===== src/rtl/timer_pkg.sv =====
// rtl/timer_pkg.sv - shared encodings for the timer/stopwatch control block
package timer_pkg;

    localparam int DEFAULT_CW = 32;

    typedef enum logic [1:0] {
        MODE_TIMER           = 2'b00,
        MODE_STOPWATCH       = 2'b01,
        MODE_VIEW_CLOCK_DATE = 2'b10,
        MODE_SET_ALARM       = 2'b11
    } mode_e;

    typedef enum logic [1:0] {
        CD_IDLE    = 2'b00,
        CD_RUN     = 2'b01,
        CD_PAUSE   = 2'b10,
        CD_RINGING = 2'b11
    } cd_state_e;

    typedef enum logic {
        SW_STOPPED = 1'b0,
        SW_RUNNING = 1'b1
    } sw_state_e;

    // startStop/splitReset only mean something while a counter is on display
    function automatic logic mode_has_buttons(input logic [1:0] m);
        return (m == MODE_TIMER) || (m == MODE_STOPWATCH);
    endfunction

endpackage


===== src/rtl/lap_fifo.sv =====
// rtl/lap_fifo.sv - stopwatch lap buffer, drop-on-full FIFO with synchronous clear
module lap_fifo #(
    parameter int CW        = 32,
    parameter int LAP_DEPTH = 8
) (
    input  logic                         i_clk,
    input  logic                         i_rst_n,
    input  logic                         i_clear,
    input  logic                         i_push,
    input  logic                         i_pop,
    input  logic [CW-1:0]                i_data,
    output logic [CW-1:0]                o_data,
    output logic [$clog2(LAP_DEPTH):0]   o_count,
    output logic                         o_full,
    output logic                         o_empty
);

    localparam int AW = $clog2(LAP_DEPTH);
    localparam logic [AW:0] FULL_COUNT = (AW+1)'(LAP_DEPTH);

    logic [CW-1:0] r_mem [LAP_DEPTH];
    logic [AW-1:0] r_wr_ptr;
    logic [AW-1:0] r_rd_ptr;
    logic [AW:0]   r_count;
    logic          w_do_push;
    logic          w_do_pop;

    assign o_full    = (r_count == FULL_COUNT);
    assign o_empty   = (r_count == '0);
    assign o_count   = r_count;
    assign o_data    = r_mem[r_rd_ptr];

    // A pop frees the head slot, so a push into a full buffer still lands when paired with a pop
    assign w_do_pop  = i_pop && !o_empty;
    assign w_do_push = i_push && (!o_full || w_do_pop);

    // Storage, pointers and occupancy; clear empties the buffer without touching stored data
    always_ff @(posedge i_clk or negedge i_rst_n) begin
        if (!i_rst_n) begin
            for (int i = 0; i < LAP_DEPTH; i++) begin
                r_mem[i] <= '0;
            end
            r_wr_ptr <= '0;
            r_rd_ptr <= '0;
            r_count  <= '0;
        end else if (i_clear) begin
            r_wr_ptr <= '0;
            r_rd_ptr <= '0;
            r_count  <= '0;
        end else begin
            if (w_do_push) begin
                r_mem[r_wr_ptr] <= i_data;
                r_wr_ptr        <= r_wr_ptr + AW'(1);
            end
            if (w_do_pop) begin
                r_rd_ptr <= r_rd_ptr + AW'(1);
            end
            case ({w_do_push, w_do_pop})
                2'b10:   r_count <= r_count + (AW+1)'(1);
                2'b01:   r_count <= r_count - (AW+1)'(1);
                default: r_count <= r_count;
            endcase
        end
    end

endmodule


===== src/rtl/timer_mode_controller.sv =====
// rtl/timer_mode_controller.sv - mode decode, countdown and stopwatch sequencing for the 100 Hz datapath
module timer_mode_controller
    import timer_pkg::*;
#(
    parameter int CW         = DEFAULT_CW,
    parameter int LAP_DEPTH  = 8,
    parameter int RING_TICKS = 3000
) (
    input  logic                         clockSignal,
    input  logic                         resetN,
    input  logic                         tickEnable,
    input  logic                         modePress,
    input  logic                         startStopPress,
    input  logic                         splitResetPress,
    input  logic [CW-1:0]                presetCentis,
    input  logic                         lapRead,
    output logic [1:0]                   mode,
    output logic [CW-1:0]                countdownValue,
    output logic                         countdownRunning,
    output logic [CW-1:0]                stopwatchValue,
    output logic                         stopwatchRunning,
    output logic [CW-1:0]                lapData,
    output logic [$clog2(LAP_DEPTH):0]   lapCount,
    output logic                         lapOverflow,
    output logic                         ringSound
);

    localparam int RING_W = $clog2(RING_TICKS + 1);
    localparam logic [RING_W-1:0] RING_LAST = RING_W'(RING_TICKS - 1);

    logic [1:0]        r_mode;
    cd_state_e         r_cd_state;
    logic [CW-1:0]     r_cd_value;
    logic              r_cd_running;
    logic              r_ring;
    logic [RING_W-1:0] r_ring_cnt;
    sw_state_e         r_sw_state;
    logic [CW-1:0]     r_sw_value;
    logic              r_sw_running;
    logic              r_lap_overflow;

    logic              w_any_press;
    logic              w_silence;
    logic              w_btn_scope;
    logic              w_ss_act;
    logic              w_sr_act;
    logic              w_mode_act;
    logic              w_cd_ss;
    logic              w_cd_sr;
    logic              w_sw_ss;
    logic              w_sw_sr;
    logic              w_lap_push;
    logic              w_lap_clear;
    logic              w_lap_full;
    logic              w_lap_empty;
    logic              w_lap_pop_ok;

    // While ringing, any press is swallowed to silence the alarm and nothing else
    assign w_any_press = modePress || startStopPress || splitResetPress;
    assign w_silence   = r_ring && w_any_press;
    assign w_btn_scope = mode_has_buttons(r_mode);

    // One press acts per cycle: startStop beats splitReset beats mode
    assign w_ss_act    = !w_silence && startStopPress && w_btn_scope;
    assign w_sr_act    = !w_silence && !startStopPress && splitResetPress && w_btn_scope;
    assign w_mode_act  = !w_silence && !startStopPress && !splitResetPress && modePress;

    assign w_cd_ss     = w_ss_act && (r_mode == MODE_TIMER);
    assign w_cd_sr     = w_sr_act && (r_mode == MODE_TIMER);
    assign w_sw_ss     = w_ss_act && (r_mode == MODE_STOPWATCH);
    assign w_sw_sr     = w_sr_act && (r_mode == MODE_STOPWATCH);

    // splitReset means "lap" while running and "clear" while stopped
    assign w_lap_push   = w_sw_sr && (r_sw_state == SW_RUNNING);
    assign w_lap_clear  = w_sw_sr && (r_sw_state == SW_STOPPED);
    assign w_lap_pop_ok = lapRead && !w_lap_empty;

    // Mode selector steps through the four views, wrapping after setAlarm
    always_ff @(posedge clockSignal or negedge resetN) begin
        if (!resetN) begin
            r_mode <= MODE_TIMER;
        end else if (w_mode_act) begin
            r_mode <= r_mode + 2'd1;
        end
    end

    // Countdown FSM; a tick is judged against the pre-edge state, so RUN+startStop+tick still decrements
    always_ff @(posedge clockSignal or negedge resetN) begin
        if (!resetN) begin
            r_cd_state   <= CD_IDLE;
            r_cd_value   <= '0;
            r_cd_running <= 1'b0;
            r_ring       <= 1'b0;
            r_ring_cnt   <= '0;
        end else if (w_silence) begin
            r_cd_state   <= CD_IDLE;
            r_cd_running <= 1'b0;
            r_ring       <= 1'b0;
            r_ring_cnt   <= '0;
        end else begin
            case (r_cd_state)
                CD_IDLE: begin
                    if (w_cd_ss && (presetCentis != '0)) begin
                        r_cd_value   <= presetCentis;
                        r_cd_state   <= CD_RUN;
                        r_cd_running <= 1'b1;
                    end
                end
                CD_RUN: begin
                    if (w_cd_sr) begin
                        r_cd_value   <= '0;
                        r_cd_state   <= CD_IDLE;
                        r_cd_running <= 1'b0;
                    end else if (tickEnable && (r_cd_value == CW'(1))) begin
                        r_cd_value   <= '0;
                        r_cd_state   <= CD_RINGING;
                        r_cd_running <= 1'b0;
                        r_ring       <= 1'b1;
                        r_ring_cnt   <= '0;
                    end else begin
                        if (tickEnable) begin
                            r_cd_value <= r_cd_value - CW'(1);
                        end
                        if (w_cd_ss) begin
                            r_cd_state   <= CD_PAUSE;
                            r_cd_running <= 1'b0;
                        end
                    end
                end
                CD_PAUSE: begin
                    if (w_cd_sr) begin
                        r_cd_value <= '0;
                        r_cd_state <= CD_IDLE;
                    end else if (w_cd_ss) begin
                        r_cd_state   <= CD_RUN;
                        r_cd_running <= 1'b1;
                    end
                end
                CD_RINGING: begin
                    if (tickEnable) begin
                        if (r_ring_cnt == RING_LAST) begin
                            r_cd_state <= CD_IDLE;
                            r_ring     <= 1'b0;
                            r_ring_cnt <= '0;
                        end else begin
                            r_ring_cnt <= r_ring_cnt + RING_W'(1);
                        end
                    end
                end
                default: begin
                    r_cd_state   <= CD_IDLE;
                    r_cd_running <= 1'b0;
                    r_ring       <= 1'b0;
                end
            endcase
        end
    end

    // Stopwatch FSM with saturating count and the sticky lap-overflow flag
    always_ff @(posedge clockSignal or negedge resetN) begin
        if (!resetN) begin
            r_sw_state     <= SW_STOPPED;
            r_sw_value     <= '0;
            r_sw_running   <= 1'b0;
            r_lap_overflow <= 1'b0;
        end else begin
            if ((r_sw_state == SW_RUNNING) && tickEnable && (r_sw_value != '1)) begin
                r_sw_value <= r_sw_value + CW'(1);
            end
            if (w_lap_clear) begin
                r_sw_value     <= '0;
                r_lap_overflow <= 1'b0;
            end else if (w_lap_push && w_lap_full && !w_lap_pop_ok) begin
                r_lap_overflow <= 1'b1;
            end
            if (w_sw_ss) begin
                r_sw_state   <= (r_sw_state == SW_RUNNING) ? SW_STOPPED : SW_RUNNING;
                r_sw_running <= (r_sw_state != SW_RUNNING);
            end
        end
    end

    // Laps store the pre-increment value, so a lap on a tick cycle shows the count before that tick
    lap_fifo #(
        .CW        (CW),
        .LAP_DEPTH (LAP_DEPTH)
    ) u_lap_fifo (
        .i_clk   (clockSignal),
        .i_rst_n (resetN),
        .i_clear (w_lap_clear),
        .i_push  (w_lap_push),
        .i_pop   (lapRead),
        .i_data  (r_sw_value),
        .o_data  (lapData),
        .o_count (lapCount),
        .o_full  (w_lap_full),
        .o_empty (w_lap_empty)
    );

    assign mode             = r_mode;
    assign countdownValue   = r_cd_value;
    assign countdownRunning = r_cd_running;
    assign ringSound        = r_ring;
    assign stopwatchValue   = r_sw_value;
    assign stopwatchRunning = r_sw_running;
    assign lapOverflow      = r_lap_overflow;

endmodule


===== config.mk =====
export PLATFORM = sky130hd
export DESIGN_NAME = timer_mode_controller
export DESIGN_NICKNAME = d
export VERILOG_FILES = /design/src/rtl/timer_pkg.sv /design/src/rtl/lap_fifo.sv /design/src/rtl/timer_mode_controller.sv
export SDC_FILE = /design/constraint.sdc
export NUM_CORES = 1
export LEC_CHECK = 0
export CAP_MARGIN = 20
export CORE_ASPECT_RATIO = 0.8
export CORE_MARGIN = 2
export CORE_UTILIZATION = 49
export CTS_CLUSTER_DIAMETER = 120
export DETAILED_ROUTE_END_ITERATION = 8
export PLACE_DENSITY = 0.65
export SKIP_LAST_GASP = 1
export SLEW_MARGIN = 25
export SYNTH_ARGS = -nofsm -noshare
export SYNTH_HDL_FRONTEND = slang
export SYNTH_SLANG_ARGS = --single-unit

===== constraint.sdc =====
create_clock -name clockSignal -period 8.03 [get_ports clockSignal]
set_input_delay 2.409 -clock clockSignal [delete_from_list [all_inputs] [get_ports clockSignal]]
set_output_delay 2.409 -clock clockSignal [all_outputs]
set_load 0.01 [all_outputs]

==> results of run 1 <==
## synthesized netlist by cell type (17+ instances only)
cell type    n
nand2_1     58
a22o_1      18
or3_1       17
a21oi_1     24
ha_1        17
clkbuf_1    81
nor2_1      64
nor4_1      20
o21ai_0     43
mux4_2      64
inv_1       33
nor3_1      21
mux2_2     289
dfrtp_1    350
nand3_1     24
nand4_1     17
o21ai_1     17
## final cells by class
type / instances / area share [%]
flip-flops and latches: 350 / 43.0
repair buffers: 164 / 8.05
inverters: 34 / 0.626
well taps: 472 / 2.90
multi-input cells: 870 / 39.4
clock inverters: 13 / 0.626
clock buffers: 52 / 5.42
## report_power, final
group | total (mW) | internal (mW) | switching, mW
clock | 1.73 | 1.03 | 0.704
sequential | 2.31 | 1.94 | 0.368
combinational | 1.79 | 0.838 | 0.953
total | 5.83 | 3.81 | 2.02
## state kept, by name, summed over array words and instances, names as in the netlist
register             cells
u_lap_fifo.r_mem       256
countdownValue          32
stopwatchValue          32
r_ring_cnt              12
u_lap_fifo.o_count       4
u_lap_fifo.r_rd_ptr      3
u_lap_fifo.r_wr_ptr      3
mode                     2
r_cd_state               2
countdownRunning         1
lapOverflow              1
r_sw_state               1
ringSound                1
## worst max-delay path: stages, from the launching register on
cell and delay [ns]:
dfrtp_2 0.99, buf_4 0.60, mux4_2 0.40, mux2_2 0.27, clkdlybuf4s50_1 0.54
## stage by stage
| step | std cells | instance area, sq um | power, mW |
|---|---|---|---|
| 6_report | 1955 | 20400 | 5.83 |
| 5_1_grt | 1955 | 20400 | 6.15 |
| 4_1_cts | 1953 | 20300 | 5.85 |
| 3_5_place_dp | 1888 | 19100 | 4.10 |
| 3_3_place_gp | 1888 | 19100 | 4.07 |
| 2_1_floorplan | 1357 | 17300 | 3.41 |
## layout by cell type, fill, tap and decap left out, types with 18 or more instances in the layout
| cell type | n |
|---|---|
| nand2_1 | 57 |
| nor3_1 | 19 |
| nand3_1 | 24 |
| nor2_1 | 62 |
| clkdlybuf4s50_1 | 143 |
| o21ai_0 | 43 |
| inv_1 | 33 |
| a22o_1 | 18 |
| dfrtp_1 | 347 |
| mux2_2 | 289 |
| nor4_1 | 20 |
| a21oi_1 | 23 |
| mux4_2 | 64 |
| clkbuf_16 | 39 |
## kinds of logic after synthesis
| group | share of synthesized area, % |
|---|---|
| xor+xnor | 1.22 |
| simple gates | 8.86 |
| fa+ha+maj | 1.23 |
| compound gates | 7.16 |
| mux | 27.7 |
| flops | 50.7 |
| buf+inv | 3.13 |
## worst max-delay path by stage
stage	start	to	slack (ns)	cells after the start
after floorplan	u_lap_fifo.r_rd_ptr[0]	lapData[0]	3.46	4
after global placement	startStopPress	u_lap_fifo.r_mem[88]	2.49	7
after detailed placement	startStopPress	u_lap_fifo.r_mem[86]	2.38	7
after CTS	u_lap_fifo.r_rd_ptr[0]	lapData[16]	2.02	4
after global routing	u_lap_fifo.r_rd_ptr[1]	lapData[0]	2.21	4
final	u_lap_fifo.r_rd_ptr[1]	lapData[0]	2.29	4
## routing by layer
layer / track usage [%] / vias up / part of all wire (%)
met5: 0 / - / 0
met4: 6.26 / 0 / 2.1
met3: 4.33 / 57 / 4.9
met2: 36.1 / 263 / 45
met1: 33.8 / 5963 / 48
li1: - / 5254 / -
==> metrics, run 1 <==
run status=completed; final setup violation count=0; Tmin final=approximately 5.7 ns; CTS root buf=clkbuf_16; syn_nets=1413; Yosys top cell area share=50.7%; post-layout util=58.7%; post-route ant nets=0; area grow syn2layout=18.0%; Worst EP arrival=approximately 3.3 ns; leakage=9.24 nW; worst-margin pin slew=1.05 ns; syn avg cell area=12.7 sq um; core area=34700 sq um; Hold WS=0.498 ns; n_diodes=0; Slew Limit Headroom=between 20 and 30%; Total GRT Usage=23.3%; fmax=174 MHz; Fin. Hold Viols=0; first-pass GRT wire length=around 68000 um; sequential share of the synthesized area=50.7%; pwr/cell area=286 nW/um^2; Final Skew=0.0162 ns; CTS H-Tree Depth=2; clock tree sinks=350; Clock Path Buffers=3; Hold EP=r_ring_cnt[11]; Synth Register Bits=350; CP required=5.62 ns; HPWL Detailed=26900 um; grt total ovfl=0; Cells on Worst Hold Path=1; worst hold path class=reg -> reg; reg2reg end=u_lap_fifo.r_mem[86]; drt via density=5.90; Seq. cell area=approximately 8800 sq um; fillers=2791; final worst-path cycle share=71.4%; max-cap violations=0; Syn Inst Count=1357; reg-to-reg slack, setup=4.53 ns; RSZ-0062 raised after global routing=false; hold_sp=r_ring_cnt[11]; first-pass detailed-route iteration total=5; initial antenna violation count=0; area leader, netlist=dfrtp_1; DIE AREA=about 37000 sq um; die width=between 200 and 250 um; pin count of the biggest net entering global routing=181; GP Congestion=0.899; proportion of layout cells with a drive suffix above 1=between 30% and 40%; Clock transition at path regs=0.06 ns; Post-synth EDFFs=0; Reg-to-Reg Start=mode[1]; Initial DRC Count=796; Worst Setup End Kind=output pin; CTS tree=yes; post-synthesis async set-or-reset flop share=100%; Synth Cell Area=17300 sq um; Worst-Skew Late Latency=about 0.53 ns; total wire length=42100 um; Yosys warning count=0; number of global-route vias before repair=11700; DRC violations left=0; top cells by area, synth=dfrtp_1, mux2_2, mux4_2; Setup TNS=0 ns; top_reg_cell synth=dfrtp_1; Synth cell types=75; worst-path fanout max=34; multi-input logic area=8030 sq um; vias post-DR=11500; post-CTS resize count=0; critical path launch point type=flip-flop; kind of critical path=reg -> out; Place WS=approximately 2.4 ns; nets=1513; initial core utilization=49.8%; CTS Hold Bufs=0; PortBufs=144; Routed WL per cell=21.5 um; setup bufs post-CTS=0; total CTS buffers=37; Slew Viols, Final=0; maximum vdd drop=0.276 mV; Rows=61; die height=172 um; I/O pin total=roughly 150; setup slack after layout=2.29 ns; Worst R2R Path Depth=9
Note: power is estimated with default switching activity, not from simulation.
==> run 2, diff against run 1 <==
clock period = 5.95 ns   (was 8.03 ns; I/O delays follow)
==> metrics, run 2 (synthesis gave the netlist of run 1 again) <==
most frequent cells in the layout=dfrtp_1, mux2_2, clkdlybuf4s50_1; n_diodes=0; maximum vdd drop=approximately 0.28 mV; setup bufs post-CTS=0; post-route ant nets=0; Design Power=7.88 mW; Tmin final=4.89 ns; Total GRT Usage=23.9%; Initial DRC Count=1143; initial antenna violation count=0; kind of critical path=reg -> out; number of flip-flops in the largest register=256; Clock transition at path regs=0.07 ns; nets=1516; Reg-to-Reg Start=countdownValue[22]; CP required=4.16 ns; vias post-DR=11800; Slew Viols, Final=0; pin count of the biggest net entering global routing=111; reg2reg end=countdownValue[16]; die width=about 210 um; clock tree sinks=350; PortBufs=144; Hold WS=0.498 ns; grt total ovfl=0; RSZ-0062 raised after global routing=false; DRC violations left=0; drt via density=6.00; Setup TNS=0 ns; core area=34700 sq um; Slew Limit Headroom=between 30% and 40%; worst-path fanout max=23; post-layout util=58.8%; metal2 WL=about 20000 um; Routed WL per cell=roughly 22 um; pwr/cell area=between 300 and 400 nW/um^2; Clock Path Buffers=3; Top Metal Used=met4; Crit-path slowest cell=dfrtp_4; CTS Hold Bufs=0; Critical Path, Cell by Cell=buf_4 -> mux4_2 -> mux2_2 -> clkdlybuf4s50_1; CP max stage delay=between 0.7 and 0.8 ns; max-cap violations=0; Hold EP=r_ring_cnt[11]; fmax=205 MHz; CTS H-Tree Depth=2; area grow syn2layout=18.1%; HPWL Detailed=27400 um; run status=completed; reg-to-reg slack, setup=2.75 ns; Rows=61; Fin. Hold Viols=0; initial core utilization=roughly 50%; GP Congestion=just under 0.9; first-pass GRT wire length=69000 um; proportion of layout cells with a drive suffix above 1=31.0%; Worst R2R Path Depth=6; hold_sp=r_ring_cnt[11]; CP startpoint=u_lap_fifo.r_rd_ptr[0]; final worst-path cycle share=82.1%; Final Skew=approximately 0.024 ns; worst-margin pin slew=0.944 ns; die height=172 um; total CTS buffers=36; worst hold path class=reg -> reg; number of global-route vias before repair=approximately 12000; Routed met1 length=20300 um; Cells on Worst Hold Path=1; metal3 WL=roughly 2100 um; commonest non-fill, non-tap cell in the layout=dfrtp_1; final setup violation count=0; total wire length=43200 um; first-pass detailed-route iteration total=6; CTS tree=yes; most flop-heavy register=u_lap_fifo.r_mem; DIE AREA=36800 sq um; CTS root buf=clkbuf_16; Worst EP arrival=between 3 and 4 ns; leakage=9.24 nW; post-CTS resize count=0; fillers=2845; critical path launch point type=flip-flop; I/O pin total=145; Worst-Skew Late Latency=0.54 ns; Worst Setup End Kind=output pin
-- run 2: cell count changes in the layout (fill, tap and decap cells not counted) --
cell / previous run / this run
buf_12: 2 / 4
clkinv_2: 7 / 1
inv_6: 1 / 4
clkinvlp_4: 2 / 0
buf_4: 17 / 20
bufinv_16: 2 / 3
clkinv_4: 1 / 2
clkbuf_16: 39 / 37
clkbuf_1: 5 / 12
clkbuf_8: 8 / 7
buf_16: 1 / 0
-- run 2: layout make-up --
class	count	area [sq um]	area share, %
flip-flops and latches	350	8770	43.0
multi-input cells	870	8030	39.4
repair buffers	168	1680	8.22
clock buffers	56	1070	5.23
well taps	472	591	2.89
clock inverters	10	148	0.723
inverters	34	128	0.625
-- run 2: worst max path at each step --
stage	slack, ns	end
after CTS	0.99	lapData[0]
after floorplan	2.01	lapData[0]
final	1.06	lapData[1]
after global routing	0.93	lapData[2]
after detailed placement	1.23	countdownValue[16]
after global placement	1.30	u_lap_fifo.r_mem[241]
-- run 2: power breakdown --
group	internal, mW	switching [mW]	total [mW]	leakage [nW]
Combinational	1.14	1.31	2.45	3.85
Clock	1.38	0.953	2.33	0.593
Sequential	2.62	0.484	3.11	4.80
Total	5.14	2.74	7.88	9.24
-- run 2: metrics by stage --
step           setup WS, ns  instance area [sq um]  cells
3_5_place_dp           1.23                  19200   1894
6_report               1.06                  20400   1960
5_1_grt               0.932                  20400   1960
3_3_place_gp           1.30                  19200   1894
2_1_floorplan          2.01                  17300   1357
4_1_cts               0.992                  20400   1960
-- run 2: layer usage --
layer	global-route usage, %	vias to the layer above
li1	-	5260
met3	3.27	71
met4	6.08	0
met5	0	-
met1	35.2	6102
met2	37.6	324
-- run 2: critical path: cells and delay by family (launching register included) --
family,cells,cell delay [ns]
DFF,1,0.77
muxes,2,0.86
buffers and inverters,2,0.92
